$ cat src/rtl/musa_fetch_pkg.sv
// rtl/musa_fetch_pkg.sv - shared types and constants for the MUSA fetch stage
package musa_fetch_pkg;

    localparam int unsigned INSTR_W    = 32;
    localparam int unsigned OPCODE_MSB = 31;
    localparam int unsigned OPCODE_LSB = 26;

    localparam logic [31:0] RESET_PC_DEFAULT = 32'h0000_0000;

    typedef enum logic [1:0] {
        PC_SEQ    = 2'b00,
        PC_BRANCH = 2'b01,
        PC_JUMP   = 2'b10,
        PC_RET    = 2'b11
    } pc_src_e;

    typedef enum logic [1:0] {
        ST_BOOT   = 2'b00,
        ST_FETCH  = 2'b01,
        ST_HALTED = 2'b10
    } fetch_state_e;

    // Decode opcode field of a fetched instruction word
    function automatic logic [OPCODE_MSB-OPCODE_LSB:0] opcode_of(input logic [INSTR_W-1:0] word);
        return word[OPCODE_MSB:OPCODE_LSB];
    endfunction

    // pc+4 plus the sign-extended word offset; wraps modulo 2^32
    function automatic logic [31:0] branch_addr(input logic [31:0] pc4, input logic [15:0] offset);
        return pc4 + {{14{offset[15]}}, offset, 2'b00};
    endfunction

    // Region-relative jump: keeps the top nibble of pc+4
    function automatic logic [31:0] jump_addr(input logic [31:0] pc4, input logic [25:0] index);
        return {pc4[31:28], index, 2'b00};
    endfunction

endpackage

$ cat src/rtl/fetch_ras.sv
// rtl/fetch_ras.sv - circular return-address stack with count and sticky error flags
module fetch_ras
    import musa_fetch_pkg::*;
#(
    parameter int unsigned DEPTH    = 8,
    parameter logic [31:0] RESET_PC = RESET_PC_DEFAULT
) (
    input  logic        clk,
    input  logic        rst,
    input  logic        push,
    input  logic        pop,
    input  logic [31:0] push_data,
    output logic [31:0] top,
    output logic        overflow,
    output logic        underflow
);

    localparam int unsigned PW = $clog2(DEPTH);
    localparam int unsigned CW = PW + 1;
    localparam logic [CW-1:0] FULL_COUNT = CW'(DEPTH);

    logic [31:0]   mem [DEPTH];
    logic [PW-1:0] wr_ptr;
    logic [PW-1:0] top_idx;
    logic [CW-1:0] count;
    logic          full;
    logic          empty;

    assign top_idx = wr_ptr - 1'b1;
    assign full    = (count == FULL_COUNT);
    assign empty   = (count == '0);
    // An empty stack hands back the reset vector so a stray return restarts cleanly
    assign top     = empty ? RESET_PC : mem[top_idx];

    // Pointer, occupancy and sticky flags
    always_ff @(posedge clk or negedge rst) begin
        if (!rst) begin
            wr_ptr    <= '0;
            count     <= '0;
            overflow  <= 1'b0;
            underflow <= 1'b0;
        end else begin
            case ({push, pop})
                2'b10: begin
                    // Full push advances over the oldest slot, dropping it
                    wr_ptr <= wr_ptr + 1'b1;
                    if (full) begin
                        overflow <= 1'b1;
                    end else begin
                        count <= count + 1'b1;
                    end
                end
                2'b01: begin
                    if (empty) begin
                        underflow <= 1'b1;
                    end else begin
                        wr_ptr <= wr_ptr - 1'b1;
                        count  <= count - 1'b1;
                    end
                end
                default: begin
                    // Idle, or push+pop which only rewrites the top slot
                end
            endcase
        end
    end

    // Entry storage; push+pop replaces the current top in place
    always_ff @(posedge clk) begin
        if (push && !pop) begin
            mem[wr_ptr] <= push_data;
        end else if (push && pop) begin
            mem[top_idx] <= push_data;
        end
    end

endmodule

$ cat src/rtl/fetch_unit.sv
// rtl/fetch_unit.sv - MUSA instruction fetch stage; FETCH_RAS_EN builds the return-address stack
module fetch_unit
    import musa_fetch_pkg::*;
#(
    parameter logic [31:0] RESET_PC  = RESET_PC_DEFAULT,
    parameter int unsigned RAS_DEPTH = 8
) (
    input  logic               clk,
    input  logic               rst,
    input  logic               PCWrite,
    input  logic [1:0]         pcSrc,
    input  logic               push,
    input  logic               pop,
    input  logic               halt,
    input  logic [15:0]        branch_offset,
    input  logic [25:0]        jump_target,
    input  logic [INSTR_W-1:0] imem_rdata,
    input  logic               imem_ready,
`ifndef FETCH_RAS_EN
    input  logic [31:0]        reg_target,
`endif
    output logic [31:0]        imem_addr,
    output logic               imem_req,
    output logic [INSTR_W-1:0] instr,
    output logic               instr_valid,
    output logic [31:0]        pc_plus4,
    output logic               ras_overflow,
    output logic               ras_underflow
);

    fetch_state_e state;
    logic [31:0]  pc;
    logic [31:0]  pc_seq;
    logic [31:0]  next_pc;
    logic [31:0]  ret_addr;
    logic         accept;
    logic         pc_en;

    assign imem_addr = pc;
    assign imem_req  = (state == ST_FETCH);
    assign pc_seq    = pc + 32'd4;
    assign accept    = (state == ST_FETCH) && imem_ready;
    // Stack and PC move together so a stalled fetch never half-commits a call
    assign pc_en     = accept && PCWrite;

`ifdef FETCH_RAS_EN
    fetch_ras #(
        .DEPTH    (RAS_DEPTH),
        .RESET_PC (RESET_PC)
    ) u_ras (
        .clk       (clk),
        .rst       (rst),
        .push      (pc_en && push),
        .pop       (pc_en && pop),
        .push_data (pc_plus4),
        .top       (ret_addr),
        .overflow  (ras_overflow),
        .underflow (ras_underflow)
    );
`else
    logic unused_ras;
    assign unused_ras    = ^{push, pop, RAS_DEPTH};
    assign ret_addr      = reg_target;
    assign ras_overflow  = 1'b0;
    assign ras_underflow = 1'b0;
`endif

    // Next-PC select driven by the control unit
    always_comb begin
        next_pc = pc_seq;
        case (pc_src_e'(pcSrc))
            PC_SEQ:    next_pc = pc_seq;
            PC_BRANCH: next_pc = branch_addr(pc_seq, branch_offset);
            PC_JUMP:   next_pc = jump_addr(pc_seq, jump_target);
            PC_RET:    next_pc = ret_addr;
            default:   next_pc = pc_seq;
        endcase
    end

    // Fetch FSM with PC and the registered instruction/pc+4 outputs
    always_ff @(posedge clk or negedge rst) begin
        if (!rst) begin
            state       <= ST_BOOT;
            pc          <= RESET_PC;
            instr       <= '0;
            instr_valid <= 1'b0;
            pc_plus4    <= RESET_PC + 32'd4;
        end else begin
            instr_valid <= 1'b0;
            case (state)
                ST_BOOT: begin
                    state <= ST_FETCH;
                end
                ST_FETCH: begin
                    if (imem_ready) begin
                        instr       <= imem_rdata;
                        pc_plus4    <= pc_seq;
                        instr_valid <= 1'b1;
                        if (PCWrite) begin
                            pc <= next_pc;
                        end
                    end
                    // The word arriving with halt is still taken before stopping
                    if (halt) begin
                        state <= ST_HALTED;
                    end
                end
                ST_HALTED: begin
                    state <= ST_HALTED;
                end
                default: begin
                    state <= ST_BOOT;
                end
            endcase
        end
    end

endmodule

$ cat config.mk
export PLATFORM = sky130hd
export DESIGN_NAME = fetch_unit
export DESIGN_NICKNAME = d
export VERILOG_FILES = /design/src/rtl/musa_fetch_pkg.sv /design/src/rtl/fetch_ras.sv /design/src/rtl/fetch_unit.sv
export SDC_FILE = /design/constraint.sdc
export NUM_CORES = 1
export LEC_CHECK = 0
export ABC_AREA = 0
export CAP_MARGIN = 20
export CORE_MARGIN = 1
export CORE_UTILIZATION = 51
export CTS_CLUSTER_SIZE = 30
export DETAILED_ROUTE_END_ITERATION = 7
export HOLD_SLACK_MARGIN = 0.06
export PLACE_DENSITY = 0.95
export SYNTH_ARGS = -nofsm -noshare
export SYNTH_HDL_FRONTEND = slang
export SYNTH_SLANG_ARGS = --single-unit
$ cat constraint.sdc
create_clock -name clk -period 6.1 [get_ports clk]
set_input_delay 0.61 -clock clk [delete_from_list [all_inputs] [get_ports clk]]
set_output_delay 0.61 -clock clk [all_outputs]
set_load 0.05 [all_outputs]
==> results by group <==
Timing
  – Final hold vios: 0
  – Final period util: 66.2%
  – Final Skew: 0.00784 ns
  – Minimum clock period: 4.04 ns
  – RSZ-0062 raised after global routing: no
  – Worst-Margin Slew: 1.07 ns
  – Slew Limit Fails: 0
  – Setup violators final: 0
  – Slew HR: around 28%
  – Peak Freq: roughly 0.25 GHz
  – Total negative setup slack: 0 ns

Yosys
  – Distinct cells, synth: 59
  – Ys flop type: dfrtp_1
  – Total number of yosys warnings: 0
  – Register area share after synthesis: a little under two fifths
  – Post-synth EDFFs: 0
  – Area of the mapped netlist: roughly 0.0066 mm²
  – Asr flop ratio synth: 100%
  – Yosys reg bits: 99
  – Mean Syn Cell Area: approximately 9.4 µm²
  – Synth Instances: about 700

Critical path
  – Critical Path AT: about 4.2 ns
  – CP required: approximately 6.3 ns
  – CP max FO: 8
  – R2r worst-path depth: 12
  – Worst Setup End Kind: flip-flop
  – Startpoint types: flip-flop
  – WS Path Type: reg2reg

Cells and area
  – ANT cells: 0
  – Layout cells sized above 1: 10.1%
  – Leading cell type in the layout, fill and taps excluded: clkdlybuf4s50_1
  – Commonest non-fill, non-tap cells in the layout: clkdlybuf4s50_1, nand2_1, dfrtp_1
  – Multi-input gate area: slightly below 0.004 mm²
  – Register area: 0.00248 mm²
  – Area Growth Syn to Fin: 39.0%
  – Fillers: just over 900
  – NumNets Final: around 1000

Floorplan
  – Core Region: roughly 0.013 mm²
  – Die X-Extent: 116 µm
  – IO Pins: about 220
  – Effective utilization at floorplan: a little over half
  – DIE HEIGHT: roughly 120 µm
  – DIE AREA: roughly 0.013 mm²
  – Row count: 41

Placed design
  – PortBufs: 210
  – DP HPWL: 14900 µm
  – Placer Congestion: between 0.9 and 1

Clock network
  – Clk buf depth: 2
  – H-tree depth: 3
  – Total clock sinks: 99
  – Clk Latency, worst-skew pair: between 0.3 and 0.4 ns
  – Cts bufs inserted: 9
  – Clock tree root buffer cell: clkbuf_16
  – Cts repair resizes: 0
  – Hold-fix buffers, CTS: 0
  – CTS clock-pin slew for the worst setup and hold paths: 0.08 ns
  – Post-CTS Setup Repair Bufs: 0
  – CTS tree: built

Pwr
  – Design Power: ~5.4 mW
  – Pwr dens: 589 mW/mm²
  – VDD IR max: between 0.2 and 0.3 mV
  – LEAKAGE: between 3 and 4 nW

Route
  – Final WL: 20500 µm
  – DRC: 0
  – DR iter-0 viols: between 700 and 800
  – Routed via count: 6382
  – Post-DRT Antenna Nets: 0
  – Per-cell routed wire length: around 19 µm
  – DR pass1 iterations: 5
  – DR vias/cell: ~6

GRT
  – First-pass GRT wire length: about 31000 µm
  – Gr usage total: between 30% and 40%
  – Initial antenna violation count: 0
  – Largest net degree at the start of global routing: between 60 and 70
  – Vias in the first global route: approximately 6200
  – Remaining Overflow, GRT: 0

Status
  – Status: completed

Run
  – Max-cap viol count: 0

Hold path
  – Hold Crit Class: in2async
[area by class of cell]
cell class / instances / share of cell area (%)
clock buffer: 9 / 2.46
clock inverter: 7 / 1.27
inverter: 27 / 1.11
multi-input combinational: 541 / 42.1
sequential: 99 / 27.1
tap: 172 / 2.35
timing repair buffer: 217 / 23.7
[worst max-delay path: stages (launching register included)]
cell,delay [ns]
dfrtp_1,0.44
and2_0,0.57
and3_1,0.34
nand3_1,0.16
xnor2_1,0.35
ha_1,0.37
and3_1,0.23
a311oi_1,0.51
nor2b_1,0.11
a211oi_2,0.33
a21oi_1,0.14
xnor2_1,0.26
a221oi_2,0.08
[cell families after synthesis]
| logic type | after synthesis | share of synthesized area, % |
|---|---|---|
| AOI/OAI and AO/OA | 162 | 14.7 |
| xor gates and xnor gates | 54 | 7.40 |
| adders and majority gates | 38 | 7.32 |
| buffers and inverters | 63 | 3.95 |
| DFF | 99 | 37.6 |
| muxes | 75 | 13.8 |
| other | 1 | 0.0569 |
| and+or+nand+nor | 210 | 15.2 |
[Yosys cell counts, drive strengths merged, types with 5 or more instances]
| library cell | n | area share [%] |
|---|---|---|
| a211oi | 8 | 1.1 |
| a21o | 6 | 0.68 |
| a21oi | 50 | 3.8 |
| a221oi | 7 | 1.0 |
| and3 | 14 | 1.4 |
| buf | 9 | 0.85 |
| clkbuf | 27 | 1.6 |
| dfrtp | 98 | 37 |
| ha | 37 | 7.0 |
| inv | 27 | 1.5 |
| mux2 | 48 | 8.2 |
| mux2i | 19 | 2.9 |
| mux4 | 8 | 2.7 |
| nand2 | 99 | 5.6 |
| nand2b | 7 | 0.66 |
| nand3 | 21 | 1.6 |
| nand4 | 17 | 1.8 |
| nor2 | 31 | 2.0 |
| nor3 | 5 | 0.38 |
| o21a | 5 | 0.57 |
| o21ai | 60 | 4.6 |
| o22ai | 8 | 0.76 |
| xnor2 | 33 | 4.6 |
| xor2 | 21 | 2.8 |
[report_power, final]
group | internal [mW] | leakage [nW] | switching (mW)
clock network | 0.372 | 0.167 | 0.289
registers | 0.967 | 1.21 | 0.283
logic | 1.29 | 2.57 | 2.20
total | 2.63 | 3.95 | 2.77
[through the flow]
step / util (%) / setup WS (ns) / cell area [µm²] / hold slack, ns / std cells
global placement: 69.7 / 2.27 / 8790 / 0.460 / 1055
finish: 72.6 / 2.06 / 9160 / 0.195 / 1072
floorplan: - / 2.49 / 6600 / 0.314 / 703
CTS: 72.4 / 2.16 / 9140 / 0.211 / 1071
detailed placement: 69.7 / 2.13 / 8790 / 0.469 / 1055
global route: 72.6 / 1.82 / 9160 / 0.224 / 1072
[flip-flops by register name (all words and copies together), names as in the netlist]
signal       count
state            2
instr_valid      1
imem_addr       32
pc_plus4        32
instr           32
[final timing paths]
| kind | from | end | slack, ns |
|---|---|---|---|
| min in group clk | pc_plus4[15] | pc_plus4[15] | 0.49 |
| max in group asynchronous | rst | pc_plus4[15] | 4.69 |
| min | rst | instr[19] | 0.20 |
| max | imem_addr[2] | imem_addr[31] | 2.06 |
| max reg2reg | imem_addr[2] | imem_addr[31] | 2.06 |
| min reg2reg | pc_plus4[15] | pc_plus4[15] | 0.49 |
[routing by layer]
| metal | global-route usage (%) | up-vias | wire, µm | part of all wire, % |
|---|---|---|---|---|
| li1 | - | 2894 | - | - |
| met1 | 38.7 | 3047 | 8160 | 40 |
| met2 | 51.4 | 380 | 9870 | 48 |
| met3 | 4.65 | 61 | 1740 | 8.5 |
| met4 | 14.6 | 0 | 749 | 3.7 |
| met5 | 0 | - | 0 | 0 |
No activity file was read; power rests on OpenSTA's default activity.
